<file path="config.mk">
export PLATFORM = sky130hd
export DESIGN_NAME = iob_reg_ibex_wr_arb
export DESIGN_NICKNAME = d
export VERILOG_FILES = /design/src/rtl/iob_reg_ibex_wr_arb_pkg.sv /design/src/rtl/iob_rr_pick.sv /design/src/rtl/iob_reg_ibex_wr_arb.sv
export SDC_FILE = /design/constraint.sdc
export NUM_CORES = 1
export LEC_CHECK = 0
export ABC_AREA = 1
export ABC_CLOCK_PERIOD_IN_PS = 3200
export BUFFER_PORTS_ARGS = -buffer_cell sky130_fd_sc_hd__buf_2
export CAP_MARGIN = 15
export CORE_ASPECT_RATIO = 0.8
export CORE_MARGIN = 2
export CORE_UTILIZATION = 48
export DETAILED_ROUTE_END_ITERATION = 16
export HOLD_SLACK_MARGIN = 0.15
export PLACE_DENSITY_LB_ADDON = 0.3
export SYNTH_ARGS = -nofsm -noshare
export SYNTH_HDL_FRONTEND = slang
export SYNTH_SLANG_ARGS = --single-unit
</file>
<file path="constraint.sdc">
create_clock -name clk_i -period 3.2 [get_ports clk_i]
set_input_delay 0.16 -clock clk_i [delete_from_list [all_inputs] [get_ports clk_i]]
set_output_delay 0.16 -clock clk_i [all_outputs]
set_load 0.01 [all_outputs]
</file>
<file path="src/rtl/iob_reg_ibex_wr_arb_pkg.sv">
// Shared definitions for the register write-port arbiter: FSM state encoding.
package iob_reg_ibex_wr_arb_pkg;

   // One write takes WRITE then ACK; one clear takes CLEAR then CDONE.
   // IDLE, ACK and CDONE are the states where a new decision is made.
   typedef enum logic [2:0] {
      IDLE  = 3'd0,
      WRITE = 3'd1,
      ACK   = 3'd2,
      CLEAR = 3'd3,
      CDONE = 3'd4
   } arbState_e;

endpackage

</file>
<file path="src/rtl/iob_rr_pick.sv">
// Combinational round-robin picker: finds the first eligible request
// starting one position after the pointer and wrapping around.
module iob_rr_pick #(
   parameter int N_REQ = 4,
   localparam int SEL_W = $clog2(N_REQ)
) (
   input  logic [N_REQ-1:0] req_i,
   input  logic [SEL_W-1:0] ptr_i,
   input  logic [N_REQ-1:0] mask_i,
   output logic             valid_o,
   output logic [SEL_W-1:0] idx_o
);

   logic [N_REQ-1:0] eligible;

   // A masked requester cannot win, even if it is requesting.
   assign eligible = req_i & ~mask_i;

   // Scan from the farthest offset down to the nearest so that the last hit
   // written is the closest one after the pointer; this avoids a break.
   always_comb begin
      valid_o = 1'b0;
      idx_o   = '0;
      for (int i = N_REQ; i >= 1; i--) begin
         logic [SEL_W-1:0] candIdx;
         candIdx = SEL_W'((int'(ptr_i) + i) % N_REQ);
         if (eligible[candIdx]) begin
            valid_o = 1'b1;
            idx_o   = candIdx;
         end
      end
   end

endmodule

</file>
<file path="src/rtl/iob_reg_ibex_wr_arb.sv">
// Round-robin sequencer for the single write port of an enable/reset
// register. Serialises N_REQ writers and a high-priority clear request,
// and hands back one-cycle acknowledges once each value is committed.
module iob_reg_ibex_wr_arb
   import iob_reg_ibex_wr_arb_pkg::*;
#(
   parameter int N_REQ  = 4,
   parameter int DATA_W = 32,
   localparam int SEL_W = $clog2(N_REQ)
) (
   input  logic                    clk_i,
   input  logic                    rst_ni,
   input  logic [N_REQ-1:0]        req_i,
   input  logic [N_REQ*DATA_W-1:0] wdata_i,
   output logic [N_REQ-1:0]        ack_o,
   input  logic                    clr_i,
   output logic                    clr_done_o,
   output logic                    busy_o,
   output logic [SEL_W-1:0]        gnt_id_o,
   output logic                    reg_en_o,
   output logic                    reg_rst_o,
   output logic [DATA_W-1:0]       reg_data_o
);

   arbState_e         state_q, state_d;
   logic [SEL_W-1:0]  ptr_q, ptr_d;
   logic              clrPend_q, clrPend_d;
   logic [SEL_W-1:0]  gntId_q, gntId_d;
   logic [DATA_W-1:0] data_q, data_d;

   logic [N_REQ-1:0]  ackVec;
   logic              pickValid;
   logic [SEL_W-1:0]  pickIdx;

   // The requester being acknowledged is also the one masked out of the
   // same cycle's arbitration, so a renewing requester yields to others.
   assign ackVec = (state_q == ACK) ? (N_REQ'(1) << gntId_q) : '0;

   iob_rr_pick #(
      .N_REQ (N_REQ)
   ) uPick (
      .req_i   (req_i),
      .ptr_i   (ptr_q),
      .mask_i  (ackVec),
      .valid_o (pickValid),
      .idx_o   (pickIdx)
   );

   // Next-state logic: clear beats writes, writes are granted round-robin,
   // and each operation is a fixed two-cycle sequence.
   always_comb begin
      state_d   = state_q;
      ptr_d     = ptr_q;
      clrPend_d = clrPend_q | clr_i;
      gntId_d   = gntId_q;
      data_d    = data_q;
      case (state_q)
         WRITE: state_d = ACK;
         CLEAR: state_d = CDONE;
         IDLE, ACK, CDONE: begin
            if (clrPend_q || clr_i) begin
               state_d   = CLEAR;
               clrPend_d = 1'b0;
            end else if (pickValid) begin
               state_d = WRITE;
               ptr_d   = pickIdx;
               gntId_d = pickIdx;
               data_d  = wdata_i[int'(pickIdx)*DATA_W +: DATA_W];
            end else begin
               state_d = IDLE;
            end
         end
         default: state_d = IDLE;
      endcase
   end

   // State register; a low reset aborts any write or clear in progress.
   always_ff @(posedge clk_i) begin
      if (!rst_ni) begin
         state_q   <= IDLE;
         ptr_q     <= SEL_W'(N_REQ - 1);
         clrPend_q <= 1'b0;
         gntId_q   <= '0;
         data_q    <= '0;
      end else begin
         state_q   <= state_d;
         ptr_q     <= ptr_d;
         clrPend_q <= clrPend_d;
         gntId_q   <= gntId_d;
         data_q    <= data_d;
      end
   end

   // Register-side outputs come straight from state, so en and rst can never
   // overlap; the data bus keeps its last value to avoid needless toggling.
   assign reg_en_o   = (state_q == WRITE);
   assign reg_rst_o  = (state_q == CLEAR);
   assign reg_data_o = data_q;
   assign ack_o      = ackVec;
   assign clr_done_o = (state_q == CDONE);
   assign busy_o     = (state_q != IDLE) | clrPend_q;
   assign gnt_id_o   = gntId_q;

endmodule

</file>
---- Yosys cells after proc, flatten, opt, wreduce, memory -nomap -nowiden ----
Cells that the tools add are included.
word-level totals
  register bits after elaboration ......... 40
  output and inout bits ................... 42
  word-level logic and storage cells ...... 51
operators by class
  add/subtract/negate cells ............... 4
  magnitude comparators ................... 4
  eq/ne operators ......................... 4
  shift operators ......................... 2
  mux-type cells .......................... 22
  bitwise operators ....................... 5
  reductions and logical operators ........ 5
operator list
  kind                                                  number
  variable part select 128 x 8 -> 32 bit                1
  < comparator 2 x 3 -> 1 bit (second input constant)   4
  two-way mux 1 bit                                     11
  two-way mux 2 bit                                     5
  case mux 3 bit (3 select lines)                       1
  binary-select mux 1 bit (select 2 bit)                4
  equality test 3 x 2 -> 1 bit (second input constant)  2
  adder 2 x 1 -> 2 bit (second input constant)          2
  adder 2 bit (second input constant)                   2
  bitwise AND 4 bit                                     1
  two-way mux 4 bit                                     1
  NOT 4 bit                                             1
  left shift 1 x 2 -> 4 bit (first input constant)      1
  equality test 3 x 1 -> 1 bit (second input constant)  1
  equality test 3 bit (second input constant)           1
  zero test 3 bit                                       1
  AND reduction 3 bit                                   1
  nonzero test 3 bit                                    1
  OR reduction 3 bit                                    1
  OR 1 bit                                              2
  logical OR 1 bit                                      1
  NOT 1 bit                                             1

---- Longest topological paths before layout ----
Gate-level depths: netlist (run 1).
  depth after elaboration ................. 13
  gate-level depth with buffers ........... 18

---- Modules after synthesis ----
From an unflattened synthesis (run 1), not the netlist that was laid out.
second synthesis, totals
  cell total of the unflattened synthesis .. 671
  area total of the unflattened synthesis .. 3367.0 um^2
modules (own cells, without submodules)
  module               times used  cells an instance  area each (um^2)  seq. area each (um^2)
  iob_reg_ibex_wr_arb  1           625                3161.8            800.8
  iob_rr_pick          1           46                 205.2             0.0

---- Worst setup path before layout (run 1) ----
No wires, ideal clock.
  path kind ............................... register to register
  start ................................... reg gntId_q[1], in the netlist gnt_id_o[1]
  end ..................................... reg data_q[16], in the netlist reg_data_o[16]
  data arrival time ....................... 1.728 ns
  required time ........................... 3.091 ns
  setup slack ............................. 1.363 ns
  cell stages (with the launch flop) ...... 18
  buffers on the path ..................... 2
  cells stage by stage .................... dfxtp_1 > inv_1 > nor2_1 > nand3_1 > nand3_1 > nand2_1 > nand2_1 > nand2_1 > inv_2 > nand3_1 > nand2_2 > buf_6 > buf_6 > nand2_1 > nand3_1 > nand3_1 > nand2_1 > inv_1
on the way
  cells in the longest elaborated chain, start to end .. 11
ends and longest elaborated chain
  element                                                                        RTL line                   source
  start: declaration                                                             iob_reg_ibex_wr_arb.sv:28  logic [SEL_W-1:0] gntId_q, gntId_d;
  start signal: assignment                                                       iob_reg_ibex_wr_arb.sv:89  gntId_q <= gntId_d;
  left shift 1 x 2 -> 4 bit (*)                                                  iob_reg_ibex_wr_arb.sv:37  assign ackVec = (state_q == ACK) ? (N_REQ'(1) << gntId_q) : '0;
  two-way mux 4 bit (*)                                                          iob_reg_ibex_wr_arb.sv:37
  NOT 4 bit (*)                                                                  iob_rr_pick.sv:17          assign eligible = req_i & ~mask_i;
  bitwise AND 4 bit (*)                                                          iob_rr_pick.sv:17
  binary-select mux 1 bit (select 2 bit)                                         iob_rr_pick.sv:27          if (eligible[candIdx]) begin
  two-way mux 1 bit (not written as such)                                        iob_rr_pick.sv:27
  two-way mux 2 bit or two-way mux 1 bit (tied branches) (4 in a row)            iob_rr_pick.sv:27
  variable part select 128 x 8 -> 32 bit or AND reduction 3 bit (tied branches)  --
  end signal: assignment                                                         iob_reg_ibex_wr_arb.sv:90  data_q <= data_d;
  end: declaration                                                               iob_reg_ibex_wr_arb.sv:29  logic [DATA_W-1:0] data_q, data_d;
Mark *: on every way between the ends. The rest lies on a longest branch, timed or not. The select of a mux whose other input is x is not followed.
A chain may end at the register's enable or synchronous reset.

---- Worst setup path after layout (run 1) ----
  start ................................... reg gntId_q[0], in the netlist gnt_id_o[0]
  end ..................................... reg data_q[2], in the netlist reg_data_o[2]
The elaborated chain is that of the path after synthesis.

==> impl_metrics.prom, run 1 <==
# TYPE chip_impl_metric gauge
chip_impl_info{name="critical_path.most_common_cell",value="sky130_fd_sc_hd__nand2_1"} 1
chip_impl_metric{name="switchingPower",unit="uW"} 985.0
chip_impl_metric{name="synth_nets",unit=""} 676
chip_impl_metric{name="sw_frac_of_total",unit="%"} 44.32
chip_impl_metric{name="placedInstanceArea",unit="um^2"} 3860
chip_impl_metric{name="top_level_ports",unit=""} 177
chip_impl_metric{name="worst_slew_pin_slew",unit="ns"} 0.8377
chip_impl_metric{name="vias_per_cell",unit=""} 4.934
chip_impl_metric{name="placement.io_buffers",unit=""} 176
chip_impl_metric{name="timing.final.crit_share",unit="%"} 80.08
chip_impl_metric{name="cap_viol_max_count",unit=""} 0
chip_impl_info{name="critical_path.startpoint",value="gnt_id_o[0]"} 1
chip_impl_metric{name="peak_supply_drop",unit="uV"} 318.6
chip_impl_metric{name="via_count_of_the_first_global_routing_pass",unit=""} 3721
chip_impl_info{name="layout_commonest_cell",value="sky130_fd_sc_hd__buf_2"} 1
chip_impl_info{name="crit_path_cell_trace",value="nor2_1, nand3_1, nand3_1, nand2_1, nand2_1, nand2_1, nand3_1, nand2_1, nand2_2, nor2_2, nand3_1, nand2_1, nor2_1"} 1
chip_impl_metric{name="critPathArrivalTime",unit="ns"} 2.75
chip_impl_metric{name="finalSetupViolations",unit=""} 0
chip_impl_metric{name="clock_sink_count",unit=""} 40
chip_impl_metric{name="number_of_drc_violations_after_detailed_routing",unit=""} 0
chip_impl_metric{name="avgRoutedWirePerCell",unit="um"} 12.18
chip_impl_metric{name="path_clk_slew",unit="ns"} 0.08
chip_impl_info{name="mostFrequentLayoutCells",value="sky130_fd_sc_hd__buf_2, sky130_fd_sc_hd__nand2_1, sky130_fd_sc_hd__nand3_1, sky130_fd_sc_hd__nor2_1, sky130_fd_sc_hd__inv_1"} 1
chip_impl_metric{name="antenna_cells_inserted",unit=""} 0
chip_impl_metric{name="drt-pass1-iter-count",unit=""} 5
chip_impl_metric{name="route.antenna.remaining_nets",unit=""} 0
chip_impl_metric{name="die_area",unit="um^2"} 6867
chip_impl_metric{name="cts_setup_buffers",unit=""} 0
chip_impl_info{name="rsz0062_at_grt",value="no"} 1
chip_impl_info{name="cp_slowest_cell",value="sky130_fd_sc_hd__nor2_2"} 1
chip_impl_metric{name="routed_wire_length",unit="mm"} 9.792
chip_impl_metric{name="post_synth.cell_area_avg",unit="um^2"} 5.516
chip_impl_metric{name="pwr_density_cell",unit="nW/um^2"} 535.8
chip_impl_metric{name="grt_start_max_net_pins",unit=""} 35
chip_impl_metric{name="intPower",unit="mW"} 1.237
chip_impl_metric{name="synth.yosys.seq_area_share",unit="%"} 26.83
chip_impl_metric{name="slew_headroom",unit="%"} 44.09
chip_impl_metric{name="die_x",unit="um"} 92.16
chip_impl_metric{name="cts.path.max_buffers",unit=""} 2
chip_impl_metric{name="share_comb_of_total_power",unit="%"} 53.3
chip_impl_metric{name="yosys.cell_types.count",unit=""} 23
chip_impl_metric{name="floorplan.initialDensity",unit="%"} 50.21
chip_impl_metric{name="power_frac_clock",unit="%"} 18.3
chip_impl_metric{name="timing.fmax",unit="GHz"} 0.3903
chip_impl_metric{name="cts_made_buffers",unit=""} 5
chip_impl_info{name="worstHoldStart",value="wdata_i[65]"} 1
chip_impl_metric{name="filler_cell_count",unit=""} 570
chip_impl_metric{name="via_count",unit=""} 3967
chip_impl_metric{name="synth-seq-cells",unit=""} 40
chip_impl_metric{name="grt_remaining_overflow",unit=""} 0
chip_impl_metric{name="detailed_place_hpwl",unit="mm"} 7.146
chip_impl_metric{name="die_height",unit="um"} 74.52
chip_impl_metric{name="period_minus_slack",unit="ns"} 2.562
chip_impl_metric{name="p_leak",unit="nW"} 2.485
chip_impl_metric{name="cts_repair_resize_count",unit=""} 0
chip_impl_info{name="clk_root_buffer_cell",value="sky130_fd_sc_hd__clkbuf_8"} 1
chip_impl_info{name="rr_startpoint",value="gnt_id_o[0]"} 1
chip_impl_metric{name="antenna_found_initial",unit=""} 0
chip_impl_metric{name="timing.final.max_slew_violations",unit=""} 0
chip_impl_metric{name="first_iteration_detailed_routing_drc_count",unit=""} 197
chip_impl_metric{name="core_region_area",unit="um^2"} 5943
chip_impl_metric{name="cts.hold.buffers_added",unit=""} 18
chip_impl_metric{name="layout.nets",unit=""} 857
chip_impl_metric{name="grtUsageTotal",unit="%"} 27.38
chip_impl_metric{name="flow.area_growth_from_synthesis",unit="%"} 38.99
chip_impl_info{name="critical_path.endpoint_type",value="flop"} 1
chip_impl_metric{name="seq_power_share",unit="%"} 28.4
chip_impl_metric{name="register_area",unit="um^2"} 800.8
chip_impl_metric{name="num_rows",unit=""} 25
chip_impl_metric{name="hold_viol",unit=""} 0
chip_impl_metric{name="synthCells",unit=""} 541
chip_impl_info{name="status",value="completed"} 1
chip_impl_info{name="clock_tree_from_tritoncts",value="built"} 1
chip_impl_metric{name="cp_max_fo",unit=""} 18
chip_impl_info{name="hp-class",value="input pin to flop"} 1
chip_impl_metric{name="cts_max_level",unit=""} 2
chip_impl_metric{name="setup_tns",unit="ns"} 0
chip_impl_metric{name="critPathMaxStageDelay",unit="ns"} 0.72
chip_impl_metric{name="synth_area",unit="um^2"} 2984
chip_impl_metric{name="post_route_cells_drive_above_1_share",unit="%"} 27.66
chip_impl_metric{name="fin_area",unit="um^2"} 4148
chip_impl_metric{name="clock_skew",unit="ns"} 0.005695
chip_impl_metric{name="worst_skew_pair_latency",unit="ns"} 0.28
chip_impl_metric{name="synth_warn",unit=""} 0
chip_impl_metric{name="global_route_wire_length_before_repair",unit="mm"} 15.35
chip_impl_info{name="setup.worst_path.start_class",value="flop"} 1
chip_impl_info{name="critical_path_class",value="flop to flop"} 1
chip_impl_metric{name="gp_routability_congestion",unit=""} 0.8227
chip_impl_metric{name="required",unit="ns"} 3.39
chip_impl_metric{name="multi_input_area",unit="um^2"} 1694
==> stage by stage <==
step / setup slack (ns) / power (mW) / hold WS, ns / instances / util, %
floorplan: 1.363 / 1.514 / 0.2576 / 541 / -
global placement: 0.7774 / 1.763 / 0.3851 / 778 / 64.95
detailed placement: 0.6336 / 1.798 / 0.3931 / 778 / 64.95
CTS: 0.6323 / 2.224 / 0.1619 / 804 / 69.79
global route: 0.3415 / 2.410 / 0.1677 / 804 / 69.79
finish: 0.6376 / 2.222 / 0.1676 / 804 / 69.79
==> per-layer routing <==
layer / track usage [%] / vias up / wire length [um]
met5: 0 / - / 0
li1: - / 2023 / -
met2: 52.61 / 172 / 4882
met4: 8.624 / 0 / 220
met3: 4.965 / 22 / 692
met1: 31.43 / 1750 / 3997
==> worst max-delay path, delay by kind of cell, from the launching register on <==
kind / cells / cell delay (ns)
flip-flops: 1 / 0.44
AND/OR/NAND/NOR: 13 / 2.03
==> synthesized netlist by cell type, drive strengths merged <==
| cell type | number | share of area [%] |
|---|---|---|
| a21oi | 18 | 3.0 |
| buf | 24 | 5.2 |
| clkbuf | 5 | 0.63 |
| clkinv | 1 | 0.13 |
| dfxtp | 40 | 27 |
| inv | 83 | 10 |
| nand2 | 156 | 20 |
| nand3 | 94 | 16 |
| nand3b | 15 | 3.8 |
| nor2 | 93 | 12 |
| nor3 | 3 | 0.50 |
| nor4 | 1 | 0.21 |
| o211ai | 1 | 0.25 |
| o21ai | 5 | 0.84 |
| o311ai | 1 | 0.29 |
| xor2 | 1 | 0.29 |
==> sequential cells by signal, summed over array words and instances (netlist names) <==
name and cells:
clrPend_q 1, gnt_id_o 2, ptr_q 2, reg_data_o 32, state_q 3
==> power by group through the flow <==
stage	sequential (mW)	combinational [mW]	clock [mW]
after floorplan	0.671	0.843	0
after global placement	0.640	1.12	0
after detailed placement	0.642	1.16	0
after CTS	0.631	1.18	0.417
after global routing	0.641	1.33	0.435
final	0.631	1.18	0.407
==> final timing paths <==
check,endpoint,slack (ns),cells after the start
setup / recovery,reg_data_o[2],0.64,13
hold / removal,reg_data_o[1],0.17,5
setup reg to reg,reg_data_o[2],0.64,13
hold reg to reg,ptr_q[1],0.54,2
==> cell type report <==
cell class / instances / area share (%)
inverters: 84 / 7.602
flip-flops and latches: 40 / 19.31
well taps: 81 / 2.443
clock buffers: 6 / 1.750
repair buffers: 203 / 27.21
clock inverters: 2 / 0.8446
multi-input cells: 388 / 40.84
==> kinds of logic after synthesis <==
group | synth area share, %
buffers and inverters | 16.39
xor gates and xnor gates | 0.2936
AOI/OAI and AO/OA | 4.403
and+or+nand+nor | 52.08
DFF | 26.83
No activity file was read; power rests on OpenSTA's default activity.
==> inputs of run 2 (changes only) <==
Settings changed: ABC_CLOCK_PERIOD_IN_PS 3200 to 2500, CORE_UTILIZATION 48 to 44.
Clock period 3.2 ns to 2.5 ns, I/O delays scaled along.
==> impl_metrics.prom, run 2 (synthesized netlist as in run 1, its figures left out) <==
# TYPE chip_impl_metric gauge
chip_impl_info{name="status",value="completed"} 1
chip_impl_metric{name="timing.fmax",unit="GHz"} 0.4458
chip_impl_metric{name="p_leak",unit="nW"} 2.556
chip_impl_info{name="setup.worst_path.start_class",value="flop"} 1
chip_impl_metric{name="clock_skew",unit="ns"} 0.01400
chip_impl_metric{name="cap_viol_max_count",unit=""} 0
chip_impl_metric{name="post_layout_util",unit="%"} 66.85
chip_impl_metric{name="top_level_ports",unit=""} 177
chip_impl_metric{name="fin_total_pwr",unit="mW"} 2.827
chip_impl_metric{name="worstHoldPathCells",unit=""} 5
chip_impl_metric{name="grt_remaining_overflow",unit=""} 0
chip_impl_metric{name="placedInstanceArea",unit="um^2"} 3886
chip_impl_metric{name="via_count",unit=""} 4058
chip_impl_metric{name="number_of_drc_violations_after_detailed_routing",unit=""} 0
chip_impl_metric{name="post_route_cells_drive_above_1_share",unit="%"} 27.40
chip_impl_metric{name="antenna_cells_inserted",unit=""} 0
chip_impl_metric{name="via_count_of_the_first_global_routing_pass",unit=""} 3750
chip_impl_info{name="rsz0062_at_grt",value="no"} 1
chip_impl_metric{name="timing.final.max_slew_violations",unit=""} 0
chip_impl_metric{name="holdWs",unit="ns"} 0.1599
chip_impl_metric{name="gp_routability_congestion",unit=""} 0.8724
chip_impl_metric{name="cts_made_buffers",unit=""} 5
chip_impl_metric{name="pwr_density_cell",unit="nW/um^2"} 653.1
chip_impl_metric{name="die_height",unit="um"} 77.66
chip_impl_info{name="hp-class",value="input pin to flop"} 1
chip_impl_info{name="worst_r2r_endpoint",value="reg_data_o[4]"} 1
chip_impl_info{name="clk_root_buffer_cell",value="sky130_fd_sc_hd__clkbuf_8"} 1
chip_impl_metric{name="num_rows",unit=""} 26
chip_impl_metric{name="cts_setup_buffers",unit=""} 0
chip_impl_metric{name="hold_viol",unit=""} 0
chip_impl_metric{name="cp_max_fo",unit=""} 17
chip_impl_metric{name="flip_flop_count_of_the_largest_register_all_copies_and_words_added",unit=""} 32
chip_impl_info{name="clock_tree_from_tritoncts",value="built"} 1
chip_impl_metric{name="detailed_place_hpwl",unit="mm"} 7.054
chip_impl_metric{name="period_minus_slack",unit="ns"} 2.243
chip_impl_metric{name="first_iteration_detailed_routing_drc_count",unit=""} 130
chip_impl_metric{name="critPathArrivalTime",unit="ns"} 2.44
chip_impl_metric{name="flow.area_growth_from_synthesis",unit="%"} 45.03
chip_impl_metric{name="cts_max_level",unit=""} 2
chip_impl_metric{name="required",unit="ns"} 2.69
chip_impl_metric{name="worst_slew_pin_slew",unit="ns"} 0.5323
chip_impl_metric{name="drt-pass1-iter-count",unit=""} 4
chip_impl_info{name="hold_ep",value="reg_data_o[19]"} 1
chip_impl_metric{name="vias_per_cell",unit=""} 4.919
chip_impl_info{name="worstHoldStart",value="wdata_i[83]"} 1
chip_impl_metric{name="slew_headroom",unit="%"} 64.30
chip_impl_metric{name="path_clk_slew",unit="ns"} 0.09
chip_impl_metric{name="setup_tns",unit="ns"} 0
chip_impl_metric{name="grtUsageTotal",unit="%"} 25.99
chip_impl_metric{name="setup.reg_to_reg.worst_slack",unit="ns"} 0.26
chip_impl_metric{name="timing.final.crit_share",unit="%"} 89.72
chip_impl_info{name="critical_path_class",value="flop to flop"} 1
chip_impl_metric{name="core_region_area",unit="um^2"} 6474
chip_impl_metric{name="die_x",unit="um"} 96.08
chip_impl_metric{name="layout.nets",unit=""} 875
chip_impl_metric{name="cts.path.max_buffers",unit=""} 2
chip_impl_metric{name="routed_wire_length",unit="mm"} 9.960
chip_impl_metric{name="floorplan.initialDensity",unit="%"} 46.10
chip_impl_info{name="rr_startpoint",value="state_q[2]"} 1
chip_impl_metric{name="antenna_found_initial",unit=""} 0
chip_impl_metric{name="global_route_wire_length_before_repair",unit="mm"} 15.64
chip_impl_metric{name="grt_start_max_net_pins",unit=""} 35
chip_impl_metric{name="worst_skew_pair_latency",unit="ns"} 0.29
chip_impl_metric{name="placement.io_buffers",unit=""} 176
chip_impl_metric{name="fin_area",unit="um^2"} 4328
chip_impl_metric{name="finalSetupViolations",unit=""} 0
chip_impl_metric{name="clock_sink_count",unit=""} 40
chip_impl_metric{name="route.antenna.remaining_nets",unit=""} 0
chip_impl_metric{name="die_area",unit="um^2"} 7461
chip_impl_info{name="mostFrequentLayoutCells",value="sky130_fd_sc_hd__buf_2, sky130_fd_sc_hd__nand2_1, sky130_fd_sc_hd__nand3_1, sky130_fd_sc_hd__nor2_1, sky130_fd_sc_hd__inv_1"} 1
chip_impl_metric{name="multi_input_area",unit="um^2"} 1699
chip_impl_metric{name="register_area",unit="um^2"} 800.8
chip_impl_metric{name="avgRoutedWirePerCell",unit="um"} 12.07
chip_impl_info{name="layout_commonest_cell",value="sky130_fd_sc_hd__buf_2"} 1
chip_impl_metric{name="reg2reg_depth",unit=""} 14
chip_impl_info{name="critical_path.endpoint_type",value="flop"} 1
chip_impl_metric{name="peak_supply_drop",unit="uV"} 344.7
chip_impl_metric{name="filler_cell_count",unit=""} 600
==> run 2: worst max-delay path, stage by stage (launching register included) <==
cell	delay [ns]
sky130_fd_sc_hd__dfxtp_1	0.37
sky130_fd_sc_hd__nor2_2	0.20
sky130_fd_sc_hd__nand3_1	0.15
sky130_fd_sc_hd__nand3_1	0.10
sky130_fd_sc_hd__nand2_1	0.10
sky130_fd_sc_hd__nand2_1	0.10
sky130_fd_sc_hd__nand3_1	0.08
sky130_fd_sc_hd__nand2_1	0.08
sky130_fd_sc_hd__nand2_2	0.07
sky130_fd_sc_hd__buf_4	0.20
sky130_fd_sc_hd__nor2_2	0.13
sky130_fd_sc_hd__buf_4	0.25
sky130_fd_sc_hd__nand3_1	0.15
sky130_fd_sc_hd__nand2_1	0.11
sky130_fd_sc_hd__nor2_1	0.05
==> run 2: cell type report <==
class / count / area share [%]
inverters: 84 / 7.401
repair buffers: 221 / 30.24
well taps: 84 / 2.428
multi-input cells: 388 / 39.26
flip-flops and latches: 40 / 18.50
clock inverters: 1 / 0.1735
clock buffers: 7 / 1.995
==> run 2: worst max-delay path by stage <==
stage | from | to | slack (ns) | cells past startpoint
floorplan | gnt_id_o[1] | reg_data_o[16] | 0.66 | 17
global placement | gnt_id_o[0] | reg_data_o[4] | 0.33 | 16
detailed placement | gnt_id_o[1] | reg_data_o[1] | 0.24 | 16
CTS | gnt_id_o[1] | reg_data_o[10] | 0.21 | 16
global route | gnt_id_o[1] | reg_data_o[4] | 0.03 | 15
finish | state_q[2] | reg_data_o[4] | 0.26 | 14
==> run 2: metal layers <==
layer | track usage, % | part of all wire, % | vias up | wire length, um
met5 | 0 | 0 | - | 0
met4 | 9.571 | 3.0 | 0 | 301
met3 | 4.660 | 7.2 | 30 | 722
met2 | 47.01 | 49 | 184 | 4837
met1 | 29.96 | 41 | 1789 | 4098
li1 | - | - | 2055 | -
==> run 2: metrics by stage <==
stage	setup slack [ns]	std cells
2_1_floorplan	0.6634	541
3_3_place_gp	0.3337	784
3_5_place_dp	0.2365	784
4_1_cts	0.2092	825
5_1_grt	0.02945	825
6_report	0.2570	825
==> run 2: power by group <==
group          internal [mW]  switching (mW)  total (mW)  leakage, nW
clock                  0.225           0.236       0.461       0.0445
combinational          0.588           0.967        1.56         2.18
sequential             0.742          0.0681       0.810        0.330
total                   1.55            1.27        2.83         2.56
==> run 2: repair_timing <==
item | in CTS | in global routing
endpoints found under the hold margin | 21 | 0
hold buffers | 33 | 0
setup endpoints to repair | 0 | 27
resized for setup | 0 | 6
